$ cat config.mk
export PLATFORM = sky130hd
export DESIGN_NAME = bcd_display_scan
export DESIGN_NICKNAME = d
export VERILOG_FILES = /design/src/rtl/bcd_disp_pkg.sv /design/src/rtl/bcd_seg7_enc.sv /design/src/rtl/bcd_display_scan.sv
export SDC_FILE = /design/constraint.sdc
export NUM_CORES = 1
export LEC_CHECK = 0
export ABC_AREA = 1
export BUFFER_PORTS_ARGS = -buffer_cell sky130_fd_sc_hd__buf_2
export CAP_MARGIN = 10
export CORE_MARGIN = 1
export CORE_UTILIZATION = 46
export CTS_CLUSTER_SIZE = 20
export DETAILED_ROUTE_END_ITERATION = 10
export PLACE_DENSITY_LB_ADDON = 0.15
export SKIP_LAST_GASP = 1
export SLEW_MARGIN = 10
export SYNTH_ARGS = -nofsm -noshare
export SYNTH_HDL_FRONTEND = slang
export SYNTH_HIERARCHICAL = 1
export SYNTH_SLANG_ARGS = --single-unit
$ cat constraint.sdc
create_clock -name clk -period 3.1 [get_ports clk]
set_input_delay 0.465 -clock clk [delete_from_list [all_inputs] [get_ports clk]]
set_output_delay 0.465 -clock clk [all_outputs]
set_load 0.005 [all_outputs]
$ cat src/rtl/bcd_disp_pkg.sv
// Shared select codes, glyph codes and BCD-to-glyph helper for the 4-digit BCD display scanner.
package bcd_disp_pkg;

  localparam logic [2:0] SEL_A    = 3'b000;
  localparam logic [2:0] SEL_B    = 3'b001;
  localparam logic [2:0] SEL_CIN  = 3'b010;
  localparam logic [2:0] SEL_RSLT = 3'b011;
  localparam logic [2:0] SEL_ERR  = 3'b110;

  // Codes 0..9 are the decimal digits themselves so a valid BCD nibble maps directly.
  localparam logic [4:0] G_0     = 5'd0;
  localparam logic [4:0] G_1     = 5'd1;
  localparam logic [4:0] G_2     = 5'd2;
  localparam logic [4:0] G_3     = 5'd3;
  localparam logic [4:0] G_4     = 5'd4;
  localparam logic [4:0] G_5     = 5'd5;
  localparam logic [4:0] G_6     = 5'd6;
  localparam logic [4:0] G_7     = 5'd7;
  localparam logic [4:0] G_8     = 5'd8;
  localparam logic [4:0] G_9     = 5'd9;
  localparam logic [4:0] G_A     = 5'd10;
  localparam logic [4:0] G_B     = 5'd11;
  localparam logic [4:0] G_C     = 5'd12;
  localparam logic [4:0] G_E     = 5'd13;
  localparam logic [4:0] G_R     = 5'd14;
  localparam logic [4:0] G_DASH  = 5'd15;
  localparam logic [4:0] G_BLANK = 5'd16;

  function automatic logic [4:0] bcd_glyph(input logic [3:0] nib);
    logic [4:0] code;
    if (nib > 4'd9) begin
      code = G_DASH;
    end else begin
      code = {1'b0, nib};
    end
    return code;
  endfunction

endpackage

$ cat src/rtl/bcd_seg7_enc.sv
// Combinational glyph-code to active-low 7-segment pattern {g,f,e,d,c,b,a}.
module bcd_seg7_enc
  import bcd_disp_pkg::*;
(
  input  logic [4:0] glyph,
  output logic [6:0] seg_n
);

  // Glyph lookup; unknown codes fall back to blank.
  always_comb begin
    seg_n = 7'b1111111;
    case (glyph)
      G_0:     seg_n = 7'b1000000;
      G_1:     seg_n = 7'b1111001;
      G_2:     seg_n = 7'b0100100;
      G_3:     seg_n = 7'b0110000;
      G_4:     seg_n = 7'b0011001;
      G_5:     seg_n = 7'b0010010;
      G_6:     seg_n = 7'b0000010;
      G_7:     seg_n = 7'b1111000;
      G_8:     seg_n = 7'b0000000;
      G_9:     seg_n = 7'b0010000;
      G_A:     seg_n = 7'b0001000;
      G_B:     seg_n = 7'b0000011;
      G_C:     seg_n = 7'b1000110;
      G_E:     seg_n = 7'b0000110;
      G_R:     seg_n = 7'b0101111;
      G_DASH:  seg_n = 7'b0111111;
      default: seg_n = 7'b1111111;
    endcase
  end

endmodule

$ cat src/rtl/bcd_display_scan.sv
// Time-multiplexed 4-digit common-anode display driver for the BCD adder: digit scan, content mux,
// error blink and registered pin outputs.
module bcd_display_scan
  import bcd_disp_pkg::*;
#(
  parameter int SCAN_DIV     = 50000,
  parameter int BLINK_FRAMES = 64
) (
  input  logic       clk,
  input  logic       reset_n,
  input  logic [2:0] out_mux_sel,
  input  logic [7:0] a_val,
  input  logic [7:0] b_val,
  input  logic       cin_val,
  input  logic [8:0] rslt_val,
  output logic [3:0] an_n,
  output logic [6:0] seg_n
);

  localparam int PW = $clog2(SCAN_DIV);
  localparam int FW = $clog2(BLINK_FRAMES + 1);

  logic [PW-1:0] pre_cnt;
  logic [1:0]    dig;
  logic [FW-1:0] frame_cnt;
  logic          blink_on;
  logic [2:0]    sel_q;

  logic       pre_tc;
  logic       frame_tc;
  logic       err_entry;
  logic       dark;
  logic [4:0] glyph;
  logic [6:0] enc_seg;

  assign pre_tc    = (pre_cnt == PW'(SCAN_DIV - 1));
  assign frame_tc  = (frame_cnt == FW'(BLINK_FRAMES - 1));
  assign err_entry = (out_mux_sel == SEL_ERR) && (sel_q != SEL_ERR);
  assign dark      = (sel_q == SEL_ERR) && !blink_on;

  // Select register, prescaler and digit rotation; mode changes never disturb the scan position.
  always_ff @(posedge clk) begin
    if (!reset_n) begin
      sel_q   <= 3'b111;
      pre_cnt <= '0;
      dig     <= 2'd0;
    end else begin
      sel_q <= out_mux_sel;
      if (pre_tc) begin
        pre_cnt <= '0;
        dig     <= dig + 2'd1;
      end else begin
        pre_cnt <= pre_cnt + PW'(1);
      end
    end
  end

  // Frame counter and blink phase; entering ERR restarts a lit half-period.
  always_ff @(posedge clk) begin
    if (!reset_n) begin
      frame_cnt <= '0;
      blink_on  <= 1'b1;
    end else if (err_entry) begin
      frame_cnt <= '0;
      blink_on  <= 1'b1;
    end else if (pre_tc && (dig == 2'd3)) begin
      if (frame_tc) begin
        frame_cnt <= '0;
        blink_on  <= !blink_on;
      end else begin
        frame_cnt <= frame_cnt + FW'(1);
      end
    end else begin
      frame_cnt <= frame_cnt;
      blink_on  <= blink_on;
    end
  end

  // Content of the currently scanned digit (dig 3 is leftmost).
  always_comb begin
    glyph = G_BLANK;
    case (sel_q)
      SEL_A: begin
        case (dig)
          2'd3:    glyph = G_A;
          2'd1:    glyph = bcd_glyph(a_val[7:4]);
          2'd0:    glyph = bcd_glyph(a_val[3:0]);
          default: glyph = G_BLANK;
        endcase
      end
      SEL_B: begin
        case (dig)
          2'd3:    glyph = G_B;
          2'd1:    glyph = bcd_glyph(b_val[7:4]);
          2'd0:    glyph = bcd_glyph(b_val[3:0]);
          default: glyph = G_BLANK;
        endcase
      end
      SEL_CIN: begin
        case (dig)
          2'd3:    glyph = G_C;
          2'd0:    glyph = cin_val ? G_1 : G_0;
          default: glyph = G_BLANK;
        endcase
      end
      SEL_RSLT: begin
        case (dig)
          2'd2:    glyph = rslt_val[8] ? G_1 : G_BLANK;
          2'd1:    glyph = bcd_glyph(rslt_val[7:4]);
          2'd0:    glyph = bcd_glyph(rslt_val[3:0]);
          default: glyph = G_BLANK;
        endcase
      end
      SEL_ERR: begin
        case (dig)
          2'd3:    glyph = G_E;
          2'd2:    glyph = G_R;
          2'd1:    glyph = G_R;
          default: glyph = G_BLANK;
        endcase
      end
      default: glyph = G_BLANK;
    endcase
  end

  bcd_seg7_enc u_enc (
    .glyph (glyph),
    .seg_n (enc_seg)
  );

  // Registered pin drivers.
  always_ff @(posedge clk) begin
    if (!reset_n) begin
      an_n  <= 4'b1111;
      seg_n <= 7'b1111111;
    end else if (dark) begin
      an_n  <= 4'b1111;
      seg_n <= 7'b1111111;
    end else begin
      an_n  <= ~(4'b0001 << dig);
      seg_n <= enc_seg;
    end
  end

endmodule

After elaboration in Yosys (flattened, before gate mapping):

Memories as Yosys holds them, arrays and structs flattened. A register that Yosys moved wholly into a read port is not among the register bits.
Cells that the tools add are included.

* register bits: 33
* ROM bits: 112
* output and inout port bits: 11
* memories: 1

* $add $sub $neg: 3
* $lt $le $gt $ge: 6
* equal/unequal tests: 11
* shift operators: 1
* muxes and demuxes: 15
* bitwise logic cells: 2
* reduce and logical (&&, ||, !) cells: 12

Memory list
* (no name shown): depth 16, width 7, read ports 1, clocked after Yosys merged registers in 1, wr ports 0, RTL line bcd_seg7_enc.sv:12 `case (glyph)`

Operators by type and width (number)
* one-hot mux 5 bit (3 select lines): 3
* one-hot mux 5 bit (5 select lines): 1
* greater-than comparator 4 bit, second input constant: 6
* 2-to-1 mux 4 bit: 6
* one-hot mux 5 bit (2 select lines): 2
* adder 16 x 1 -> 16 bit, second input constant: 1
* equality test 16 bit, second input constant: 1
* OR reduction 2 bit: 4
* adder 7 x 1 -> 7 bit, second input constant: 1
* equality test 7 x 6 -> 1 bit, second input constant: 1
* 2-to-1 mux 7 bit: 1
* equality test 3 x 2 -> 1 bit, second input constant: 2
* equality test 3 bit, second input constant: 2
* 2-to-1 mux 5 bit: 1
* equality test 2 bit, second input constant: 2
* inverter 4 bit: 1
* left shift 1 x 2 -> 4 bit, first input constant: 1
* equality test 3 x 1 -> 1 bit, second input constant: 1
* logical AND 1 bit: 3
* logical NOT 3 bit: 1
* != test 3 bit, second input constant: 1
* OR reduction 3 bit: 1
* adder 2 x 1 -> 2 bit, second input constant: 1
* equality test 2 x 1 -> 1 bit, second input constant: 1
* other kinds (5): 5

Depth between registers and ports, before layout:

Gate-level depths: netlist of the first run.

* depth after elaboration: 5
* mapped depth: 16

By module:

The synthesis of the first run kept the hierarchy.

Modules (own cells, without submodules)
* bcd_display_scan: instances 1, cells an instance 361, area each 2332.2 um2
* bcd_seg7_enc: instances 1, cells an instance 47, area each 249.0 um2

Least setup slack after synthesis of the first run:

Ideal clock, no wire load.

* path type: reg-to-reg
* from: reg dig[1]
* to: reg seg_n[3]
* setup time: 0.119 ns
* arrival: 2.014 ns
* setup slack: 0.967 ns
* stages on the path, launching flop included: 15
* cell sequence: dfxtp_1 -> inv_1 -> ha_1 -> clkbuf_1 -> inv_1 -> a21oi_1 -> o21ai_0 -> nand3_1 -> inv_1 -> ha_1 -> nand2_1 -> nand3_1 -> nand3_1 -> inv_1 -> nand2_1

* elaborated cells on any way between the ends: 12

RTL lines
* from (decl): RTL line bcd_display_scan.sv:24 `logic [1:0] dig;`
* from (signal assigned): RTL line bcd_display_scan.sv:51 `dig <= dig + 2'd1;`
* equality test 2 x 1 -> 1 bit / equality test 2 bit (equally long branches)
* OR reduction 2 bit (no source line)
* one-hot mux 5 bit (2 select lines): RTL line bcd_display_scan.sv:115 `case (dig)`
* one-hot mux 5 bit (5 select lines) *: RTL line bcd_display_scan.sv:82 `case (sel_q)`
* named net glyph[1]: RTL line bcd_display_scan.sv:33 `logic [4:0] glyph;`
* to (decl): RTL line bcd_display_scan.sv:17 `output logic [6:0] seg_n`

Mark *: on every way through the listed nets, which the timed path passes. The rest lies on a longest branch.
A chain may end at the register's enable or synchronous reset.

Final worst setup path of the first run:

Same ends and word-level chain as after synthesis.

==> impl_results.md, run 1 <==
* CTS Sinks at 40
* Starting DRT DRC Count at 98
* Boundary pin count at between 40 and 50
* # diodes at 0
* Detailed Route WL at 5680 microns
* Register area share after synthesis at between 30% and 40%
* H-tree depth at 2
* Die area at slightly below 6000 sq um
* TritonCTS clock tree: done
* Met1 Use GR at a little under a quarter
* FP Rows at 26
* Routed len/inst at around 11 microns
* Switching Share at between 20% and 30%
* First-pass GRT wire length at 10100 microns
* Max-slew headroom at a little under half
* Clock transition at path regs at around 0.080 ns
* Seq pwr share at between 50% and 60%
* Power Density at ~330 nW/um^2
* Largest net degree at the start of global routing at 17
* Peak supply drop at around 0.26 mV
* GRT busiest layer: met2
* Core box area at approximately 5300 sq um
* Clk Latency, worst-skew pair at 0.29 ns
* Yosys reg bits at 40
* Post-route cell area at roughly 2900 sq um
* Final hold violations at 0
* Setup Skew at ~0.0088 ns
* DRC at 0
* Mapped Area at approximately 2600 sq um
* Initial antenna violation count at 0
* Fill cell count at 565
* WP data required at around 3.3 ns
* Gr usage total at between 20% and 30%
* Fin nets at about 500
* RSZ-0062 raised after global routing: false
* Antenna-violating nets left at 0
* Die Width at approximately 77 microns
* Setup TNS Final at 0 ns
* Reg2Reg Capture Point: seg_n[3]$_SDFF_PP1_
* Final Util at between 50% and 60%
* Min-delay src: out_mux_sel[0]
* PortBufs at 41
* Post-route minimum period at roughly 2.4 ns
* CTS max path bufs at 2
* Power share of the clock group at approximately a third
* Post-DP HPWL at 4550 microns
* Post-Layout Cell Count at about 520
* Critical Path AT at between 2 and 3 ns
* Max-Cap Viols at 0
* Worst slew pin tran at a little over 0.8 ns
* Leakage dissipation at roughly 1.4 nW
* Root Buffer: clkbuf_8
* Syn Inst Count at 408
* Max FO, Critical Path at 8
* Vias in the first global route at 2414
* YS warnings at 6
* Setup WS post-layout at 0.657 ns
* CTS buffer count at 5
* Total number of vias at 2607
* Met2 Track Usage GR at around 40%
* Post-cts sizing count at 0
* Routability cong. at slightly below 1
* Status: completed
* Flop2flop setup slack at between 0.6 and 0.7 ns
* Ratio of final minimum period to clock period at approximately 79%
* Net load switching power at ~250 uW
* Inst Count DP at roughly 520
* Setup-failing EPs final at 0
* Syn_area_per_cell at roughly 6.3 sq um
* Comb pwr share at between 10 and 15%
* Initial Util at between 40% and 50%
* Initial DRT Pass Iterations at 4
* GRT overflow at 0
* Pins Over Slew Limit at 0
* Post-cts hold buffer count at 0
* Hold path cells at 3
* Crit Path Category: flop to flop
* Drt via density at 4.99
* Share of cells above drive strength 1 at around 15%
* Internal power at 726 uW
* Syn_nets at 452
* Pre-CTS setup slack at ~0.69 ns
* Worst-case reg-to-reg path depth at 13
* Fmax at approximately 410 MHz
* Min-delay worst type: input pin to flop
* Setup Buffers After CTS at 0
* Highest-count cells in the layout ignoring fill and taps: nand2_1, inv_1, buf_2, dfxtp_1, nor2_1
* Endpoint class of the critical path: flop
* Commonest non-fill, non-tap cell in the layout: nand2_1
* Reg2Reg Launch Point: dig[1]$_SDFFE_PN0N_
* DP Area at around 2900 sq um
* Synth unique cells at 31
* Synth-to-layout area growth at 13.4%
* Met3 Use GR at ~4.5%
* Crit start category: flop
* Hold endpoint: sel_q[0]$_SDFF_PN1_
* Die Span Y at ~77 microns
registers in the layout, indices dropped and copies added, names as in the netlist:
signal     cells
an_n           4
frame_cnt      7
pre_cnt       16
seg_n          7
sel_q          3
dig            2
blink_on       1
worst max-delay path: stages, from the launching register on:
cell and delay, ns:
dfxtp_1 0.36, inv_1 0.20, ha_1 0.37, inv_1 0.17
a21oi_1 0.16, o21ai_0 0.10, nand3_1 0.21, inv_1 0.14
ha_1 0.29, nand2_1 0.06, nand3_1 0.09, nand3_1 0.06
inv_1 0.05, nand2_1 0.04
Yosys cell counts:
library cell | instances | share of area (%)
nand3_1 | 36 | 7.0
xnor2_1 | 1 | 0.34
inv_1 | 60 | 8.7
nor3_1 | 8 | 1.6
nand4_1 | 10 | 2.4
nand3b_1 | 1 | 0.29
o21bai_1 | 2 | 0.58
nand2_1 | 115 | 17
a21o_1 | 2 | 0.58
dfxtp_1 | 40 | 31
buf_2 | 1 | 0.19
a21boi_0 | 1 | 0.29
a21oi_1 | 34 | 6.6
o2111ai_1 | 1 | 0.34
nor2_1 | 37 | 5.4
o22ai_1 | 1 | 0.24
nor3b_2 | 1 | 0.48
or2_2 | 4 | 0.97
clkbuf_1 | 2 | 0.29
nand2_2 | 4 | 0.97
nor2_2 | 1 | 0.24
nor2_4 | 2 | 0.87
ha_1 | 13 | 6.3
buf_6 | 1 | 0.44
o21ai_1 | 1 | 0.19
nand3_2 | 1 | 0.39
nor2_8 | 1 | 0.78
xor2_1 | 2 | 0.68
inv_2 | 4 | 0.58
o21ai_0 | 19 | 3.7
nand2_4 | 2 | 0.87
layer usage:
layer  routed length (microns)  up-vias
met2                      2850       52
met4                       106        0
met3                       249       14
met1                      2470     1154
met5                         0        -
li1                          -     1387
worst max-delay path by stage:
stage,startpoint,endpoint,slack [ns],cells past startpoint
final,dig[1]$_SDFFE_PN0N_,seg_n[3]$_SDFF_PP1_,0.66,13
after global routing,dig[1]$_SDFFE_PN0N_,seg_n[4]$_SDFF_PP1_,0.36,14
after CTS,dig[1]$_SDFFE_PN0N_,seg_n[3]$_SDFF_PP1_,0.67,13
after detailed placement,dig[1]$_SDFFE_PN0N_,seg_n[3]$_SDFF_PP1_,0.69,13
after global placement,dig[1]$_SDFFE_PN0N_,seg_n[3]$_SDFF_PP1_,0.79,13
after floorplan,dig[1]$_SDFFE_PN0N_,seg_n[3]$_SDFF_PP1_,0.97,14
through the flow:
| step | total power, mW | hold WS [ns] |
|---|---|---|
| after CTS | 0.991 | 0.375 |
| after global placement | 0.662 | 0.430 |
| after global routing | 1.03 | 0.383 |
| after detailed placement | 0.663 | 0.435 |
| after floorplan | 0.617 | 0.414 |
| final | 0.980 | 0.375 |
power groups by stage:
stage / clock network, mW / registers (mW) / logic [mW]
final: 0.330 / 0.530 / 0.121
after global placement: 0 / 0.542 / 0.120
after floorplan: 0 / 0.542 / 0.0745
after global routing: 0.361 / 0.531 / 0.141
after detailed placement: 0 / 0.542 / 0.121
after CTS: 0.340 / 0.530 / 0.121
area by class of cell:
type,instances,area (sq um),area share (%)
Multi-Input combinational cell,300,1520,51.8
Inverter,64,240,8.21
Sequential cell,40,801,27.4
Tap cell,70,87.6,2.99
Clock buffer,6,72.6,2.48
Clock inverter,1,5.00,0.171
Timing Repair Buffer,41,205,7.01
logic make-up (layout without fill, tap and decap cells):
logic type	after synthesis	in the layout	synth area share, %
buffers and inverters	68	112	10.2
AOI/OAI and AO/OA	61	61	12.5
and+or+nand+nor	223	223	38.9
adders and majority gates	13	13	6.30
DFF	40	40	31.0
xor gates and xnor gates	3	3	1.02
No activity file was read; power rests on OpenSTA's default activity.
==> run 2: changes to the inputs <==
Settings changed: ABC_AREA 1 to 0.
Clock period 3.1 ns to 2.15 ns, I/O delays scaled along.
==> run 2 against run 1 <==
The run now ends with negative setup slack left. Register-to-register slack worse by 1.1 ns. Hold slack worse by 0.14 ns. Largest power group unchanged. Clock skew is 0.0026 ns higher. Non-clock buffer count is 48 higher. Die area is 6.7% lower. Global-route usage is 0.63 points higher. Sequential power is 44% higher.
==> impl_results.md, run 2 <==
* Top-count cell post-synth: dfxtp_1 (was nand2_1)
* Syn_nets at 320 (was 452)
* Syn_area_per_cell at 8.71 sq um (was 6.33 sq um)
* Synth cell count leaders: dfxtp_1, nand2_1, nor2_1 (was nand2_1, inv_1, dfxtp_1)
* TritonCTS clock tree: done (unchanged)
* Synth top area share at 33.3% (was 31.0%)
* Flop2flop setup slack at -0.48 ns (was 0.66 ns)
* Vias in the first global route at 2076 (was 2414)
* Hold endpoint: sel_q[1]$_SDFF_PN1_ (was sel_q[0]$_SDFF_PN1_)
* Total number of vias at 2272 (was 2607)
* Crit start category: flop (unchanged)
* Max-slew headroom at 51.9% (was 45.8%)
* Min-delay src: out_mux_sel[1] (was out_mux_sel[0])
* Register area share after synthesis at 33.3% (was 31.0%)
* FP Rows at 25 (was 26)
* Fin nets at 408 (was 496)
* CP max-delay cell: mux4_2 (was ha_1)
* Core box area at 4880 sq um (was 5270 sq um)
* Reg2Reg Capture Point: seg_n[3]$_SDFF_PP1_ (unchanged)
* Die Width at 74.3 microns (was 76.9 microns)
* Synth-to-layout area growth at 32.7% (was 13.4%)
* Boundary pin count at 42 (unchanged)
* Critical Path AT at 2.81 ns (was 2.60 ns)
* Setup-failing EPs final at 7 (was 0)
* # diodes at 0 (unchanged)
* Commonest non-fill, non-tap cell in the layout: buf_4 (was nand2_1)
* Worst slew pin tran at 0.715 ns (was 0.813 ns)
* Largest registers: pre_cnt: 16 flops, frame_cnt: 7 flops, seg_n: 7 flops (unchanged)
* Initial Util at 49.3% (was 49.0%)
* Reg with most FFs: pre_cnt (unchanged)
* Max FO, Critical Path at 4 (was 8)
* PortBufs at 41 (unchanged)
* CTS max path bufs at 2 (unchanged)
* Min-delay worst type: input pin to flop (unchanged)
* Power Density at 468 nW/um^2 (was 335 nW/um^2)
* Asr flop ratio synth at 0% (unchanged)
* Peak supply drop at 0.425 mV (was 0.258 mV)
* DRC at 0 (unchanged)
* Critical path, cell by cell: or3b_4, or2_1, a31o_2, nand3_2, inv_2, ha_4, inv_1, mux4_2, a311o_1, nand2b_1 (was inv_1, ha_1, inv_1, a21oi_1, o21ai_0, nand3_1, inv_1, ha_1, nand2_1, nand3_1, nand3_1, inv_1, nand2_1)
* Yosys reg bits at 40 (unchanged)
* YS warnings at 6 (unchanged)
* Largest net degree at the start of global routing at 14 (was 17)
* Max reg flops at 16 (unchanged)
* H-tree depth at 2 (unchanged)
* Power, Total at 1.49 mW (was 980 uW)
* RSZ-0062 raised after global routing: true (was false)
* Gr usage total at 21.6% (was 21.0%)
* Detailed Route WL at 5410 microns (was 5680 microns)
* Routed len/inst at 12.5 microns (was 10.9 microns)
* WP data required at 2.33 ns (was 3.26 ns)
* Post-Layout Cell Count at 432 (was 522)
* Inst Count DP at 422 (was 515)
* Starting DRT DRC Count at 81 (was 98)
* Post-route cell area at 3190 sq um (was 2930 sq um)
* CTS buffer count at 5 (unchanged)
* Clock transition at path regs at 0.07 ns (was 0.08 ns)
* Root Buffer: clkbuf_8 (unchanged)
* Number of flops mapped to enable cells by yosys at 0 (unchanged)
* Endpoint class of the critical path: flop (unchanged)
* Antenna-violating nets left at 0 (unchanged)
* Syn Inst Count at 276 (was 408)
* Die Span Y at 74.3 microns (was 76.9 microns)
* Hold path cells at 2 (was 3)
* Status: complete, but fails checks (was completed)
* Synth Flop Type: dfxtp_1 (unchanged)
* Setup WS post-layout at -0.476 ns (was 0.657 ns)
* Min Hold Slack at 0.236 ns (was 0.375 ns)
* Fmax at 381 MHz (was 409 MHz)
* First-pass GRT wire length at 9310 microns (was 10100 microns)
* Post-route minimum period at 2.63 ns (was 2.44 ns)
* Pins Over Slew Limit at 0 (unchanged)
* Area leader, netlist: dfxtp_1 (unchanged)
* Max-Cap Viols at 0 (unchanged)
* Setup Skew at 0.0114 ns (was 0.00879 ns)
* Drt via density at 5.26 (was 4.99)
* Routability cong. at 0.881 (was 0.975)
* Die area at 5520 sq um (was 5920 sq um)
* Highest-count cells in the layout ignoring fill and taps: buf_4, buf_2, dfxtp_1, nand2_1, nor2_1 (was nand2_1, inv_1, buf_2, dfxtp_1, nor2_1)
* Synth unique cells at 62 (was 31)
* Clk Latency, worst-skew pair at 0.29 ns (about the same)
* Crit-path max cell delay at 0.43 ns (was 0.37 ns)
* Worst-case reg-to-reg path depth at 10 (was 13)
* Leakage dissipation at 1.36 nW (was 1.37 nW)
* Ratio of final minimum period to clock period at 122% (was 78.8%)
* Reg2Reg Launch Point: sel_q[1]$_SDFF_PN1_ (was dig[1]$_SDFFE_PN0N_)
* Initial DRT Pass Iterations at 4 (unchanged)
* Final hold violations at 0 (unchanged)
* Post-DP HPWL at 4190 microns (was 4550 microns)
* Share of cells above drive strength 1 at 37.0% (was 14.8%)
* GRT overflow at 0 (unchanged)
* DP Area at 3040 sq um (was 2850 sq um)
* Mapped Area at 2400 sq um (was 2580 sq um)
* Failing checks: negative setup slack
* CTS Sinks at 40 (unchanged)
* Initial antenna violation count at 0 (unchanged)
* Crit Path Category: flop to flop (unchanged)
* Top cells by area, synth: dfxtp_1, ha_1, nand2_1, a21oi_1, nor2_1 (was dfxtp_1, nand2_1, inv_1, nand3_1, a21oi_1)
==> run 2: kinds of logic after synthesis <==
family          count (synthesis)  share of synthesized area [%]
compound gates                 59                           16.8
xor+xnor                       16                           5.83
fa+ha+maj                      13                           6.76
buf+inv                        22                           4.47
flops                          40                           33.3
mux                            11                           6.76
simple gates                  115                           26.1
==> run 2: cell type report <==
class / instances / area [sq um]
inverters: 14 / 60.1
repair buffers: 89 / 577
clock inverters: 3 / 18.8
multi-input cells: 214 / 1570
clock buffers: 5 / 68.8
well taps: 67 / 83.8
flip-flops and latches: 40 / 812
fillers: 426 / 1690
==> run 2: metrics by stage <==
stage          utilization (%)  setup slack, ns  setup TNS, ns
2_1_floorplan                -           -0.453          -2.00
3_3_place_gp              62.3           -0.506          -2.43
3_5_place_dp              62.3           -0.520          -2.56
4_1_cts                   64.9           -0.447          -2.39
5_1_grt                   65.4           -0.581          -2.90
6_report                  65.4           -0.476          -2.30
==> run 2: worst max path at each step <==
stage                        startpoint                   to  slack, ns  cells after the start
floorplan           sel_q[2]$_SDFF_PN1_  seg_n[3]$_SDFF_PP1_      -0.45                     11
global placement    dig[1]$_SDFFE_PN0N_  seg_n[0]$_SDFF_PP1_      -0.51                     11
detailed placement  dig[1]$_SDFFE_PN0N_  seg_n[0]$_SDFF_PP1_      -0.52                     11
CTS                 dig[1]$_SDFFE_PN0N_  seg_n[3]$_SDFF_PP1_      -0.45                     12
global route        dig[0]$_SDFFE_PN0N_  seg_n[3]$_SDFF_PP1_      -0.58                     12
finish              sel_q[1]$_SDFF_PN1_  seg_n[3]$_SDFF_PP1_      -0.48                     10
==> run 2: report_power, final <==
| part | total, mW | switching, mW | internal (mW) |
|---|---|---|---|
| sequential | 0.765 | 0.0107 | 0.754 |
| clock | 0.491 | 0.264 | 0.226 |
| combinational | 0.238 | 0.110 | 0.128 |
==> run 2: metal layers <==
| metal | track usage [%] | share of wire (%) | vias to the layer above |
|---|---|---|---|
| met4 | 5.03 | 0.67 | 0 |
| met1 | 30.8 | 51 | 1040 |
| li1 | - | - | 1174 |
| met5 | 0 | 0 | - |
| met3 | 3.66 | 4.1 | 4 |
| met2 | 34.2 | 44 | 54 |
==> run 2: what timing repair did <==
item	in CTS	in global routing
hold buffers	0	0
buffers inserted	1	1
pin swaps	0	4
resized for setup	10	8
setup endpoints to repair	7	7
==> run 2: worst max-delay path, delay by kind of cell (launching register included) <==
kind,cells,cell delay [ns]
and+or+nand+nor,4,0.89
AOI/OAI and AO/OA,2,0.50
muxes,1,0.43
DFF,1,0.34
adders and majority gates,1,0.27
buffers and inverters,2,0.10
==> run 3: changes to the inputs <==
Settings changed: CELL_PAD_IN_SITES_DETAIL_PLACEMENT set to 1, CELL_PAD_IN_SITES_GLOBAL_PLACEMENT set to 1, CORE_UTILIZATION 46 to 45.
Clock period 2.15 ns to 3.25 ns, I/O delays scaled along.
==> run 3 against run 2 <==
The run now ends clean. Critical endpoint unchanged. Highest routed layer unchanged. Die area up 2.2%. Register-to-register slack better by 0.64 ns. Largest cell class unchanged. Via count down 4.0%. Sequential power down 33%. Combinational power down 47%.
==> impl_results.md, run 3 (synthesis results as in run 2) <==
* Min Hold Slack at 0.392 ns (was 0.236 ns)
* Critical Path AT at 3.27 ns (was 2.81 ns)
* Crit-path max cell delay at 0.44 ns (was 0.43 ns)
* Ratio of final minimum period to clock period at 94.9% (was 122%)
* Share of cells above drive strength 1 at 21.2% (was 37.0%)
* Inst Count DP at 383 (was 422)
* FP Rows at 26 (was 25)
* Total number of vias at 2182 (was 2272)
* Max-slew headroom at 49.3% (was 51.9%)
* CTS buffer count at 5 (unchanged)
* Crit-path leading delay family: compound AO/OA/AOI/OAI gates (was simple AND/OR/NAND/NOR gates)
* FF/Latch Area at 801 sq um (was 812 sq um)
* PortBufs at 41 (unchanged)
* Synth-to-layout area growth at 16.3% (was 32.7%)
* Min-delay worst type: input pin to flop (unchanged)
* Status: completed (was complete, but fails checks)
* Initial Util at 46.8% (was 49.3%)
* Setup-failing EPs final at 0 (was 7)
* Worst slew pin tran at 0.752 ns (was 0.715 ns)
* Vias in the first global route at 2118 (was 2076)
* Antenna-violating nets left at 0 (unchanged)
* Critical path, cell by cell: inv_1, ha_1, inv_1, o221ai_1, a22o_1, a221o_2, inv_1, ha_1, inv_1, mux4_2, a311o_1, nand2b_1 (was or3b_4, or2_1, a31o_2, nand3_2, inv_2, ha_4, inv_1, mux4_2, a311o_1, nand2b_1)
* Final Util at 54.4% (was 65.4%)
* WP data required at 3.44 ns (was 2.33 ns)
* RSZ-0062 raised after global routing: false (was true)
* Setup Skew at 0.00865 ns (was 0.0114 ns)
* CP max-delay cell: mux4_2 (unchanged)
* Initial DRT Pass Iterations at 5 (was 4)
* Fill cell count at 661 (was 426)
* Largest net degree at the start of global routing at 15 (was 14)
* DRC at 0 (unchanged)
* Endpoint class of the critical path: flop (unchanged)
* Setup WS post-layout at 0.167 ns (was -0.476 ns)
* GRT overflow at 0 (unchanged)
* Power, Total at 1.07 mW (was 1.49 mW)
* Routability cong. at 0.809 (was 0.881)
* # diodes at 0 (unchanged)
* Root Buffer: clkbuf_8 (unchanged)
* Crit start category: flop (unchanged)
* Max-Cap Viols at 0 (unchanged)
* Max reg flops at 16 (unchanged)
* Post-cts hold buffer count at 0 (unchanged)
* Die area at 5640 sq um (was 5520 sq um)
* Clk Latency, worst-skew pair at 0.29 ns (about the same)
* Die Span Y at 75.1 microns (was 74.3 microns)
* CTS Sinks at 40 (unchanged)
* Area of the multi-input gates at 1500 sq um (was 1570 sq um)
* Largest registers: pre_cnt: 16 flops, frame_cnt: 7 flops, seg_n: 7 flops (unchanged)
* Post-route minimum period at 3.08 ns (was 2.63 ns)
* Routed len/inst at 15.2 microns (was 12.5 microns)
* Max FO, Critical Path at 8 (was 4)
* Fmax at 324 MHz (was 381 MHz)
* Final hold violations at 0 (unchanged)
* TritonCTS clock tree: done (unchanged)
* Worst path most repeated cell: inv_1
* Highest-count cells in the layout ignoring fill and taps: buf_2, dfxtp_1, nand2_1, nor2_1, a21oi_1 (was buf_4, buf_2, dfxtp_1, nand2_1, nor2_1)
* Post-DP HPWL at 4550 microns (was 4190 microns)
* DP Area at 2670 sq um (was 3040 sq um)
* Initial antenna violation count at 0 (unchanged)
* Fin nets at 364 (was 408)
* First-pass GRT wire length at 9890 microns (was 9310 microns)
* Crit Path Category: flop to flop (unchanged)
* Leakage dissipation at 1.15 nW (was 1.36 nW)
* Core box area at 5140 sq um (was 4880 sq um)
* Gr usage total at 23.1% (was 21.6%)
* CTS max path bufs at 2 (unchanged)
* Starting DRT DRC Count at 67 (was 81)
* Commonest non-fill, non-tap cell in the layout: buf_2 (was buf_4)
* Post-route cell area at 2800 sq um (was 3190 sq um)
* Buf/Inv on CP at 4 (was 2)
* Boundary pin count at 42 (unchanged)
* Power Density at 382 nW/um^2 (was 468 nW/um^2)
* Post-Layout Cell Count at 391 (was 432)
* Drt via density at 5.58 (was 5.26)
* Clock transition at path regs at 0.08 ns (was 0.07 ns)
* Reg with most FFs: pre_cnt (unchanged)
* Setup TNS Final at 0 ns (was -2.30 ns)
* Pins Over Slew Limit at 0 (unchanged)
* Detailed Route WL at 5960 microns (was 5410 microns)
* Peak supply drop at 0.173 mV (was 0.425 mV)
* H-tree depth at 2 (unchanged)
* Die Width at 75.1 microns (was 74.3 microns)
* Pre-CTS setup slack at 0.155 ns (was -0.520 ns)
-- run 3: changes by cell type in the layout (fill, tap and decap cells not counted), sizes merged --
cell	previous run	this run
buf	89	45
bufinv	0	1
clkbuf	5	6
clkinv	3	1
-- run 3: repair_timing --
action,4_1_cts,5_1_grt
endpoints found under the hold margin,0,0
endpoints found under the setup margin,0,2
buffers inserted,0,0
resized for setup,0,2
-- run 3: final timing paths --
| check | slack, ns | end | cells past startpoint | from |
|---|---|---|---|---|
| min reg2reg | 0.45 | frame_cnt[6]$_SDFFE_PP0P_ | 2 | frame_cnt[6]$_SDFFE_PP0P_ |
| min | 0.39 | sel_q[2]$_SDFF_PN1_ | 2 | out_mux_sel[2] |
| max | 0.17 | seg_n[3]$_SDFF_PP1_ | 12 | dig[0]$_SDFFE_PN0N_ |
| max reg2reg | 0.17 | seg_n[3]$_SDFF_PP1_ | 12 | dig[0]$_SDFFE_PN0N_ |
-- run 3: where the power goes --
| group | total, mW | switching [mW] | internal [mW] | leakage, nW |
|---|---|---|---|---|
| logic | 0.126 | 0.0656 | 0.0604 | 0.765 |
| registers | 0.510 | 0.0103 | 0.500 | 0.325 |
| clock network | 0.432 | 0.181 | 0.251 | 0.0614 |
-- run 3: routing by layer --
layer | part of all wire (%) | wire [microns] | GRT usage (%) | up-vias
met2 | 47 | 2800 | 37.6 | 58
met4 | 1.5 | 88 | 8.18 | 0
met1 | 48 | 2840 | 30.8 | 1029
met3 | 3.9 | 230 | 3.88 | 8
li1 | - | - | - | 1087
met5 | 0 | 0 | 0 | -
-- run 3: area by class of cell --
| cell class | count | share of cell area (%) |
|---|---|---|
| Multi-Input combinational cell | 214 | 53.6 |
| Inverter | 14 | 1.88 |
| Clock buffer | 6 | 2.95 |
| Clock inverter | 2 | 1.39 |
| Tap cell | 70 | 3.13 |
| Timing Repair Buffer | 45 | 8.41 |
| Sequential cell | 40 | 28.6 |
